[src/rtl/button_debouncer.sv]
// Organ key conditioner: synchronise, debounce and edge-detect the raw
// active-low keys, with an optional per-key sustain toggle.
module button_debouncer #(
  parameter int BUTTONS      = 4,
  parameter int TICK_DIV     = 1000,
  parameter int STABLE_TICKS = 5,
  parameter bit TOGGLE       = 1'b0
) (
  input  logic               oneMHzClock,
  input  logic               reset_n,
  input  logic [1:BUTTONS]   button_n,
  output logic [1:BUTTONS]   noteButton,
  output logic [1:BUTTONS]   press_pulse,
  output logic [1:BUTTONS]   release_pulse,
  output logic               any_held
);

  localparam int PW = (TICK_DIV > 1) ? $clog2(TICK_DIV) : 1;
  localparam int CW = $clog2(STABLE_TICKS + 1);
  localparam logic [PW-1:0] PMAX  = PW'(TICK_DIV - 1);
  localparam logic [CW-1:0] CLAST = CW'(STABLE_TICKS - 1);

  typedef enum logic [1:0] {
    IDLE      = 2'd0,
    PRESS_CHK = 2'd1,
    HELD      = 2'd2,
    REL_CHK   = 2'd3
  } state_e;

  logic [1:BUTTONS] sync1_q;
  logic [1:BUTTONS] sync2_q;
  logic [1:BUTTONS] p;

  logic [PW-1:0]    presc_q;
  logic [PW-1:0]    presc_d;
  logic             tick;

  state_e           state_q [1:BUTTONS];
  state_e           state_d [1:BUTTONS];
  logic [CW-1:0]    cnt_q   [1:BUTTONS];
  logic [CW-1:0]    cnt_d   [1:BUTTONS];

  logic [1:BUTTONS] press_q;
  logic [1:BUTTONS] press_d;
  logic [1:BUTTONS] release_q;
  logic [1:BUTTONS] release_d;
  logic [1:BUTTONS] note_q;
  logic [1:BUTTONS] note_d;
  logic [1:BUTTONS] held_d;
  logic             any_q;
  logic             any_d;

  // Two-flop synchroniser; idles at 1 so reset looks like "released".
  always_ff @(posedge oneMHzClock or negedge reset_n) begin
    if (!reset_n) begin
      sync1_q <= '1;
      sync2_q <= '1;
    end else begin
      sync1_q <= button_n;
      sync2_q <= sync1_q;
    end
  end

  assign p = ~sync2_q;

  assign tick = (presc_q == PMAX);

  always_comb begin
    presc_d = presc_q + PW'(1);
    if (tick) begin
      presc_d = '0;
    end
  end

  always_ff @(posedge oneMHzClock or negedge reset_n) begin
    if (!reset_n) begin
      presc_q <= '0;
    end else begin
      presc_q <= presc_d;
    end
  end

  // FSM: state register
  always_ff @(posedge oneMHzClock or negedge reset_n) begin
    if (!reset_n) begin
      for (int i = 1; i <= BUTTONS; i++) begin
        state_q[i] <= IDLE;
        cnt_q[i]   <= '0;
      end
    end else begin
      for (int i = 1; i <= BUTTONS; i++) begin
        state_q[i] <= state_d[i];
        cnt_q[i]   <= cnt_d[i];
      end
    end
  end

  // FSM: next state; a disagreeing sample always beats a tick
  always_comb begin
    for (int i = 1; i <= BUTTONS; i++) begin
      state_d[i] = state_q[i];
      cnt_d[i]   = cnt_q[i];
      unique case (state_q[i])
        IDLE: begin
          if (p[i]) begin
            state_d[i] = PRESS_CHK;
            cnt_d[i]   = '0;
          end
        end
        PRESS_CHK: begin
          if (!p[i]) begin
            state_d[i] = IDLE;
            cnt_d[i]   = '0;
          end else if (tick) begin
            if (cnt_q[i] == CLAST) begin
              state_d[i] = HELD;
              cnt_d[i]   = '0;
            end else begin
              cnt_d[i] = cnt_q[i] + CW'(1);
            end
          end
        end
        HELD: begin
          if (!p[i]) begin
            state_d[i] = REL_CHK;
            cnt_d[i]   = '0;
          end
        end
        REL_CHK: begin
          if (p[i]) begin
            state_d[i] = HELD;
            cnt_d[i]   = '0;
          end else if (tick) begin
            if (cnt_q[i] == CLAST) begin
              state_d[i] = IDLE;
              cnt_d[i]   = '0;
            end else begin
              cnt_d[i] = cnt_q[i] + CW'(1);
            end
          end
        end
        default: begin
          state_d[i] = IDLE;
          cnt_d[i]   = '0;
        end
      endcase
    end
  end

  // FSM: outputs, computed from the transition and registered below
  always_comb begin
    press_d   = '0;
    release_d = '0;
    held_d    = '0;
    note_d    = note_q;
    for (int i = 1; i <= BUTTONS; i++) begin
      press_d[i]   = (state_q[i] == PRESS_CHK) &&
                     (state_d[i] == HELD);
      release_d[i] = (state_q[i] == REL_CHK) &&
                     (state_d[i] == IDLE);
      held_d[i]    = (state_d[i] == HELD) ||
                     (state_d[i] == REL_CHK);
      if (TOGGLE) begin
        note_d[i] = note_q[i] ^ press_d[i];
      end else begin
        note_d[i] = held_d[i];
      end
    end
    any_d = |held_d;
  end

  always_ff @(posedge oneMHzClock or negedge reset_n) begin
    if (!reset_n) begin
      press_q   <= '0;
      release_q <= '0;
      note_q    <= '0;
      any_q     <= 1'b0;
    end else begin
      press_q   <= press_d;
      release_q <= release_d;
      note_q    <= note_d;
      any_q     <= any_d;
    end
  end

  assign noteButton    = note_q;
  assign press_pulse   = press_q;
  assign release_pulse = release_q;
  assign any_held      = any_q;

endmodule

[config.mk]
export PLATFORM = sky130hd
export DESIGN_NAME = button_debouncer
export DESIGN_NICKNAME = d
export VERILOG_FILES = /design/src/rtl/button_debouncer.sv
export SDC_FILE = /design/constraint.sdc
export NUM_CORES = 1
export LEC_CHECK = 0
export CAP_MARGIN = 20
export CORE_ASPECT_RATIO = 1.75
export CORE_MARGIN = 3
export CORE_UTILIZATION = 55
export CTS_CLUSTER_SIZE = 28
export DETAILED_ROUTE_END_ITERATION = 6
export DONT_BUFFER_PORTS = 1
export GPL_TIMING_DRIVEN = 0
export PLACE_DENSITY = 0.7
export SLEW_MARGIN = 0
export SYNTH_ARGS = -nofsm -noshare
export SYNTH_HDL_FRONTEND = slang
export SYNTH_SLANG_ARGS = --single-unit
[constraint.sdc]
create_clock -name oneMHzClock -period 2.5 [get_ports oneMHzClock]
set_clock_uncertainty 0.1 [all_clocks]
set_input_delay 0.5 -clock oneMHzClock [delete_from_list [all_inputs] [get_ports oneMHzClock]]
set_output_delay 0.5 -clock oneMHzClock [all_outputs]
set_load 0.02 [all_outputs]
Word-level counts from Yosys, hierarchy flattened:

Index checks and enable logic that the tools add are counted.
W data, S select, Z words.

* reductions and logical operators: 25
* mux-type cells: 65
* bitwise logic cells: 1
* add/sub/neg operators: 5
* equal/unequal tests: 33

Operator list (number)
* $mux W3: 24
* $mux W2: 32
* $pmux W3 S4: 4
* $eq A2 B2 Y1 const B: 16
* $pmux W2 S4: 4
* $logic_not A2 Y1: 8
* $ne A2 B2 Y1 const B: 8
* $add A3 B1 Y3 const B: 4
* $eq A3 B3 Y1 const B: 4
* $add A10 B1 Y10 const B: 1
* $eq A10 B10 Y1 const B: 1
* $mux W10: 1
* $eq A2 B1 Y1 const B: 4
* $logic_and A1 B1 Y1: 8
* $reduce_and A2 Y1: 4
* $logic_or A1 B1 Y1: 4
* $not A4 Y4: 1
* $reduce_or A4 Y1: 1

* logic and storage cells: 144
* bits of input ports: 6
* bits in registers: 51

Depth between registers and ports, before layout:

Gate-level depths: netlist of the first run.

* word-level depth: 8
* depth in mapped cells: 6
* mapped depth without buffers: 6

Worst setup path after synthesis of the first run:

Ideal clock, no wire load.

* kind: flip-flop to flip-flop
* from: register presc_q[0]
* to: register any_q, in the netlist any_held
* library setup time: 0.139 ns
* path slack: 0.494 ns
* path buffers: 0
* data arrival time: 1.767 ns
* stages on the path, launching flop included: 6
* required time: 2.261 ns
* cell sequence: dfrtp_1 > ha_1 > nand4b_4 > nor4_4 > mux2i_1 > or4_1

RTL lines
* from (decl): line 34 `logic [PW-1:0] presc_q;`
* from (signal assigned): line 79 `presc_q <= presc_d;`
* to (signal assigned): line 182 `any_q <= any_d;`
* to (decl): line 50 `logic any_q;`

Final worst setup path of the first run:

* from: register presc_q[0]
* to: register cnt_q[3] (netlist bit)

* word-level cells in the longest chain between the ends: 4
* elaborated cells between the ends (all ways): 5
* those cells by class: 1 x eq/ne; 4 x mux

Ends and longest elaborated chain
* $eq A10 B10 Y1 (*): line 66 `assign tick = (presc_q == PMAX);`
* $mux W3 (*)
* $mux W3, on equally long branches
* $pmux W3 S4 (*)
* to (signal, indexed assignment): line 93 `cnt_q[i] <= cnt_d[i];`
* to (decl): line 40 `logic [CW-1:0] cnt_q [1:BUTTONS];`

Every way passes the cells marked *; elsewhere a longest branch is shown, timed or not.
A chain may end at the register's enable or synchronous reset.

==> metrics, run 1 <==
worst r2r dst cnt_q[3]; H-Tree Depth 2; Worst Hold End sync1_q[1]; R2R depth 6; DRC 0; via count between 1,500 and 2,000; synth top area cells dfrtp_1, dfstp_2, mux2i_1; fin nets roughly 230; setup TNS 0 ps; GRT overflow 0; Netlist Area Pre-Place 2270 um2; Critical Path AT 2390 ps; number of setup violations in the final report 0; I/O Buffers 0; share of the synthesized area in the top cell type about 45%; clk sinks slightly below 50; fraction of layout cells with a size suffix above 1 around an eighth; antenna violations before repair 0; slew of the pin with the lowest slew margin 559 ps; final hold vios 0; crit-path max FO 10; Post-Syn Nets ~220; I/O pins 19; Area Overhead vs Synth 8.59%; HPWL after DPL 2.90 mm; Final Max Slew Viols 0; Antenna Cells 0; sequential share of the synthesized area a little over half; Total Routing Usage GR around a fifth; First-pass DRT Iterations 4; commonest non-fill, non-tap cell in the layout dfrtp_1; vias in the first global route 1,546; DRT Wirelength roughly 4 mm; die width roughly 55 um; die area slightly below 5000 um2; routed len/inst between 15 and 20 um; Max-Cap Viols 0; Peak VDD IR between 0.0006 and 0.0007 V; Static Leak 1.12 nW; Final Wtd Congestion 0.755; CTS Root Cell clkbuf_8; Top FF cell, synth dfrtp_1; CTS tree built; Die Ht between 90 and 100 um; RR Startpoint presc_q[0]; CTS Buf Count 5; Post-CTS Setup Repair Bufs 0; worst-skew pair later-pin latency slightly above 300 ps; Hold Worst Slack 77.1 ps; initial core utilization between 50 and 60%; unrepaired setup endpoints after global routing no; Reg2Reg Setup Slack 200 ps; largest net degree at the start of global routing 50; period utilisation layout between 90% and 100%; Ys Warns 0; Overall Power 0.00137 W; hold_sp button_n[1]; cells after synthesis around 200; row cnt 30; Setup CP Type flop to flop; EDFF count, synth 0; initial DRC count 19; critical path capture point type flop; clock tree buffer depth 2; post-route ant nets 0; Yosys top cell by area dfrtp_1; min Tclk post-route between 2000 and 2500 ps; worst hold path stage count 0; Max Fclk around 0.43 GHz; power density of the placed cells 555 nW/um2; Clock transition at path regs roughly 100 ps; Rel. slew slack 62.2%; Critical Path RT about 2600 ps; Worst Setup Start Kind flop; Worst Hold Class input pin to flop; status complete, no violations; first-pass GRT wire length between 7 and 8 mm; drt via density around 5.8; Synth async-reset ratio between 90% and 100%; Core ar. slightly below 4000 um2; library cells used by synthesis 37; Final Core Density approximately 63%; Mean Syn Cell Area ~11 um2; commonest cells after routing, fill and taps aside dfrtp_1, inv_1, nor2_1; Yosys reg bits between 40 and 50
[routing by layer]
metal	up-vias	GRT usage, %	part of all wire, %
met3	6	4.93	2.2
li1	728	-	-
met4	0	6.24	1.7
met5	-	0	0
met1	775	23.9	41
met2	13	31.7	55
[worst max path at each step]
stage	startpoint	cells after the start	to
floorplan	presc_q[0]	5	any_held
global placement	presc_q[0]	5	any_held
detailed placement	presc_q[0]	6	cnt_q[3]
CTS	presc_q[0]	6	cnt_q[3]
finish	presc_q[0]	6	cnt_q[3]
global route	presc_q[0]	5	any_held
[where the power goes]
part / total (W) / internal, W / switching, W / leakage, nW
logic: 0.0000497 / 0.0000191 / 0.0000305 / 0.440
clock network: 0.000492 / 0.000209 / 0.000282 / 0.0506
registers: 0.000829 / 0.000812 / 0.0000173 / 0.630
total: 0.00137 / 0.00104 / 0.000330 / 1.12
[stage by stage]
step	setup WS [ps]	cell area, um2	instances
4_1_cts	172	2470	261
3_5_place_dp	200	2330	251
6_report	197	2470	261
5_1_grt	61.3	2470	261
2_1_floorplan	494	2270	203
3_3_place_gp	227	2330	251
[repair_timing]
| item | in CTS | in global routing |
|---|---|---|
| hold buffers | 2 | 0 |
| endpoints found under the hold margin | 49 | 0 |
| gates resized for setup | 0 | 0 |
[registers in the layout, indices dropped and copies added, names as in the netlist]
name,count
cnt_q,12
presc_q,10
state_q,8
press_pulse,4
release_pulse,4
sync1_q,4
sync2_q,4
noteButton,2
any_held,1
[worst max-delay path, cell delays in order (launching register included)]
cell      delay, ps
dfrtp_1         390
ha_1            270
nand4b_4        230
nor3_1          520
buf_2           350
mux2i_1         230
o22ai_1          90
[synthesized netlist by cell type, types with 3 or more instances]
master	number
nand2_1	13
nor2_1	16
nand3_1	5
inv_1	18
o21ai_0	5
ha_1	9
and3_1	5
nand4_1	5
nor3_1	3
o22ai_1	7
a21oi_1	9
or3_1	3
dfrtp_1	41
o41ai_1	4
mux2i_1	12
nor3b_1	4
dfstp_2	8
xnor2_1	5
xor2_1	7
[kinds of logic after synthesis]
family / count (synthesis) / share of synthesized area [%]
xor gates and xnor gates: 12 / 4.62
and+or+nand+nor: 67 / 17.8
muxes: 12 / 5.28
AOI/OAI and AO/OA: 31 / 8.70
adders and majority gates: 9 / 4.95
DFF: 49 / 54.4
buffers and inverters: 23 / 4.24
[final cells by class]
| cell class | instances | area [um2] |
|---|---|---|
| sequential | 49 | 1240 |
| timing repair buffer | 2 | 37.5 |
| clock buffer | 5 | 68.8 |
| buffer | 5 | 28.8 |
| fill | 338 | 1470 |
| clock inverter | 3 | 28.8 |
| tap | 48 | 60.1 |
| inverter | 18 | 67.6 |
| multi-input combinational | 131 | 941 |
(Power assumes the default switching activity.)
==> run 2: changes to the inputs <==
HOLD_SLACK_MARGIN = 0.15   (was unset)
==> metrics, run 2 (synthesis results as in run 1) <==
Non-Filler Instances 265 (+1.5%); Worst Setup Start Kind flop; die area 4970 um2 (unchanged); I/O pins 19 (unchanged); setup TNS 0 ps (unchanged); dpl cells 251 (unchanged); Antenna Cells 0 (unchanged); CTS tree built; Rel. slew slack 62.6% (+0.38 points); routed len/inst 15.5 um (-0.71%); # fillers 330 (-2.4%); initial core utilization 57.7% (unchanged); Critical Path AT 2400 ps (about the same); H-Tree Depth 2 (unchanged); status complete, no violations; clk sinks 49 (unchanged); sequential cell area 1240 um2 (unchanged); cts repair resizes 0 (unchanged); DRC 0 (unchanged); power density of the placed cells 548 nW/um2 (-1.2%); HPWL after DPL 2.90 mm (unchanged); row cnt 30 (unchanged); Final Wtd Congestion 0.755 (unchanged); Max Fclk 0.433 GHz (-0.20%); CTS Root Cell clkbuf_8; DRT Wirelength 4.12 mm (+0.81%); multi-input logic area 941 um2 (unchanged); final hold vios 0 (unchanged); first-pass GRT wire length 7.29 mm (+1.8%); slew of the pin with the lowest slew margin 554 ps (-5.64 ps); Final Max Slew Viols 0 (unchanged); fraction of layout cells with a size suffix above 1 12.9% (-0.24 points); commonest non-fill, non-tap cell in the layout dfrtp_1; Post-CTS Setup Repair Bufs 0 (unchanged); min Tclk post-route 2310 ps (+4.67 ps); vias in the first global route 1,574 (+1.8%); Max-Cap Viols 0 (unchanged); number of flip-flops in the largest register 12 (unchanged); Hold Worst Slack 260 ps (+183 ps); die width 54.6 um (unchanged); critical path's largest stage delay 520 ps (about the same); CTS Buf Count 5 (unchanged); Critical Path RT 2590 ps (about the same); Static Leak 1.14 nW (+1.5%); worst-skew pair later-pin latency 310 ps (about the same); Die Ht 91.1 um (unchanged); commonest cells after routing, fill and taps aside dfrtp_1, inv_1, nor2_1; drt via density 5.82 (-0.15%); number of setup violations in the final report 0 (unchanged); GRT overflow 0 (unchanged); clock tree buffer depth 2 (unchanged); via count 1,543 (+1.4%); Total Routing Usage GR 19.7% (+0.30 points); Core ar. 3940 um2 (unchanged); unrepaired setup endpoints after global routing no; post-route ant nets 0 (unchanged); initial DRC count 20 (+1); fin nets 231 (+1.8%); antenna violations before repair 0 (unchanged); Worst Hold Class flop to flop; Area Overhead vs Synth 10.3%; Top Registers cnt_q (12), presc_q (10), state_q (8); largest net degree at the start of global routing 50 (unchanged); Peak VDD IR 0.000608 V (+0.90%); Max stage delay cell, worst path nor3_1; crit-path max FO 10 (unchanged); First-pass DRT Iterations 4 (unchanged); Setup CP Type flop to flop; Largest Register cnt_q; critical path, cell by cell ha_1 -> nand4b_4 -> nor3_1 -> buf_2 -> mux2i_1 -> o22ai_1; period utilisation layout 92.3% (+0.19 points); critical path capture point type flop; Clock transition at path regs 100 ps (about the same); I/O Buffers 0 (unchanged)
==> run 2: repair_timing <==
item	in CTS	in global routing
hold buffers	6	0
hold endpoints to repair	53	0
endpoints found under the setup margin	0	0
==> run 2: layout make-up <==
cell class / instances / share of cell area (%)
buffer: 5 / 1.15
clock buffer: 5 / 2.74
clock inverter: 3 / 1.15
inverter: 18 / 2.69
multi-input combinational: 131 / 37.5
sequential: 49 / 49.3
tap: 48 / 2.39
timing repair buffer: 6 / 3.09
==> run 2: worst max-delay path, delay by kind of cell, from the launching register on <==
family | cells | cell delay, ps
simple gates | 2 | 750
flops | 1 | 390
buf+inv | 1 | 350
fa+ha+maj | 1 | 270
mux | 1 | 230
compound gates | 1 | 90
==> run 2: metal layers <==
metal / GRT usage [%] / up-vias / part of all wire (%)
li1: - / 737 / -
met1: 24.6 / 785 / 41
met2: 32.0 / 15 / 55
met3: 4.93 / 6 / 2.1
met4: 6.24 / 0 / 1.7
met5: 0 / - / 0
==> run 2: per-stage QoR <==
stage	instance area, um2	setup WS, ps	utilization [%]	power [W]
2_1_floorplan	2270	494	-	0.000864
3_3_place_gp	2330	227	59.2	0.000869
3_5_place_dp	2330	200	59.2	0.000872
4_1_cts	2510	172	63.7	0.00139
5_1_grt	2510	65.7	63.7	0.00144
6_report	2510	192	63.7	0.00138
==> run 2: power by group <==
group	switching [W]	internal, W	leakage [nW]
Sequential	0.0000173	0.000811	0.630
Clock	0.000283	0.000209	0.0506
Combinational	0.0000313	0.0000233	0.457
==> run 2: worst paths after layout <==
kind	start	endpoint	slack (ps)	cells past startpoint
worst min-delay path	sync1_q[2]	sync2_q[2]	260	0
min in group asynchronous	reset_n	cnt_q[8]	600	2
max in group asynchronous	reset_n	sync1_q[2]	1410	2
worst max register to register	presc_q[0]	cnt_q[3]	190	6
worst min register to register	sync1_q[2]	sync2_q[2]	260	0
worst max-delay path	presc_q[0]	cnt_q[3]	190	6
==> run 3: changes to the inputs <==
DONT_BUFFER_PORTS = unset   (was 1)
PLACE_DENSITY = 0.76   (was 0.7)
==> metrics, run 3 (synthesis results as in run 1) <==
status complete, no violations; DR WL met2 2.55 mm (+13%); Buf/Inv on CP 1 (unchanged); met1 WL 1.60 mm (-6.1%); clock tree buffer depth 2 (unchanged); Overall Power 0.00137 W (-0.46%); pre-CTS WS 123 ps (-77.0 ps); Top Registers cnt_q (12), presc_q (10), state_q (8); Final Max Slew Viols 0 (unchanged); final instance area 2640 um2 (+5.3%); Core ar. 3940 um2 (unchanged); First-pass DRT Iterations 4 (unchanged); critical path's largest stage delay 420 ps (-100 ps); antenna violations before repair 0 (unchanged); met3 WL post-DR 104 um (+18%); Reg2Reg Setup Slack 190 ps (about the same); Hold Worst Slack 264 ps (+4.19 ps); Max-Cap Viols 0 (unchanged); CTS Buf Count 5 (unchanged); die area 4970 um2 (unchanged); final hold vios 0 (unchanged); drt via density 5.80 (-0.46%); clk sinks 49 (unchanged); dpl cells 270 (+7.6%); Static Leak 1.18 nW (+3.4%); H-Tree Depth 2 (unchanged); final worst slack 194 ps (+2.60 ps); crit-path max FO 10 (unchanged); slew of the pin with the lowest slew margin 538 ps (-16.2 ps); critical path, cell by cell ha_1 -> nand4b_4 -> or3_1 -> buf_2 -> o311a_1 -> a211oi_1; fin nets 245 (+6.1%); Antenna Cells 0 (unchanged); first-pass GRT wire length 7.66 mm (+5.0%); Max Fclk 0.434 GHz (+0.11%); Clock transition at path regs 100 ps (about the same); Rel. slew slack 63.7% (+1.1 points); post-route ant nets 0 (unchanged); Total Routing Usage GR 20.8% (+1.1 points); critical path capture point type flop; Final Wtd Congestion 0.745 (-1.3%); RR Startpoint presc_q[0]; GRT overflow 0 (unchanged); HPWL after DPL 3.21 mm (+11%); Peak VDD IR 0.000577 V (-5.2%); period utilisation layout 92.2% (-0.10 points); Area Overhead vs Synth 16.2%; power density of the placed cells 518 nW/um2 (-5.5%); min Tclk post-route 2310 ps (-2.60 ps); Setup CP Type flop to flop; Die Ht 91.1 um (unchanged); routed len/inst 15.5 um (-0.31%); Setup crit start presc_q[0]; CTS Root Cell clkbuf_8; fraction of layout cells with a size suffix above 1 12.6% (-0.35 points); Worst Setup Start Kind flop; Largest Register cnt_q; Top Layer Used met4; initial core utilization 57.7% (unchanged); initial DRC count 27 (+35%); I/O pins 19 (unchanged); number of flip-flops in the largest register 12 (unchanged); largest net degree at the start of global routing 37 (-26%); Critical Path AT 2410 ps (about the same); I/O Buffers 18 (+18); die width 54.6 um (unchanged); Post-CTS Setup Repair Bufs 0 (unchanged); Critical Path RT 2600 ps (about the same); number of setup violations in the final report 0 (unchanged); DRC 0 (unchanged); DRT Wirelength 4.32 mm (+5.0%); commonest non-fill, non-tap cell in the layout dfrtp_1; Max stage delay cell, worst path or3_1; critical path's top delay family simple AND/OR/NAND/NOR gates; row cnt 30 (unchanged); hold_sp sync1_q[3]; via count 1,617 (+4.8%); Worst Hold Class flop to flop; worst-skew pair later-pin latency 310 ps (about the same); Non-Filler Instances 279 (+5.3%); vias in the first global route 1,726 (+9.7%); CTS tree built; commonest cells after routing, fill and taps aside dfrtp_1, inv_1, clkdlybuf4s50_1; unrepaired setup endpoints after global routing no; area post-placement 2530 um2 (+8.4%)
==> run 3: layer usage <==
metal / up-vias / track usage (%)
met3: 6 / 4.43
li1: 774 / -
met1: 818 / 22.7
met5: - / 0
met4: 0 / 6.65
met2: 19 / 37.4
==> run 3: what timing repair did <==
action | CTS | global route
endpoints found under the hold margin | 11 | 0
endpoints found under the setup margin | 0 | 1
hold buffers | 1 | 0
gates resized for setup | 0 | 1
==> run 3: path summary, 6_finish.rpt <==
path,end,depth (start not counted)
min,sync2_q[3],0
min in group asynchronous,presc_q[2],2
max,cnt_q[5],6
min reg2reg,sync2_q[3],0
max in group asynchronous,sync2_q[2],3
max reg2reg,cnt_q[5],6
==> run 3: area by class of cell <==
| class | count | area [um2] |
|---|---|---|
| plain buffers | 5 | 28.8 |
| flip-flops and latches | 49 | 1240 |
| well taps | 48 | 60.1 |
| clock buffers | 5 | 68.8 |
| repair buffers | 20 | 205 |
| inverters | 18 | 67.6 |
| multi-input cells | 131 | 950 |
| clock inverters | 3 | 25.0 |
| fillers | 325 | 1300 |
==> run 3: power breakdown <==
part           switching, W  internal, W  total (W)
logic             0.0000327    0.0000237  0.0000564
registers         0.0000179     0.000811   0.000829
clock network      0.000279     0.000204   0.000483
total              0.000330      0.00104    0.00137
==> run 3: stage by stage <==
step                      util, %  TNS, ps
after floorplan                 -        0
after global placement       63.8   -16000
after detailed placement     64.2        0
after CTS                    66.8        0
after global routing         67.0        0
final                        67.0        0
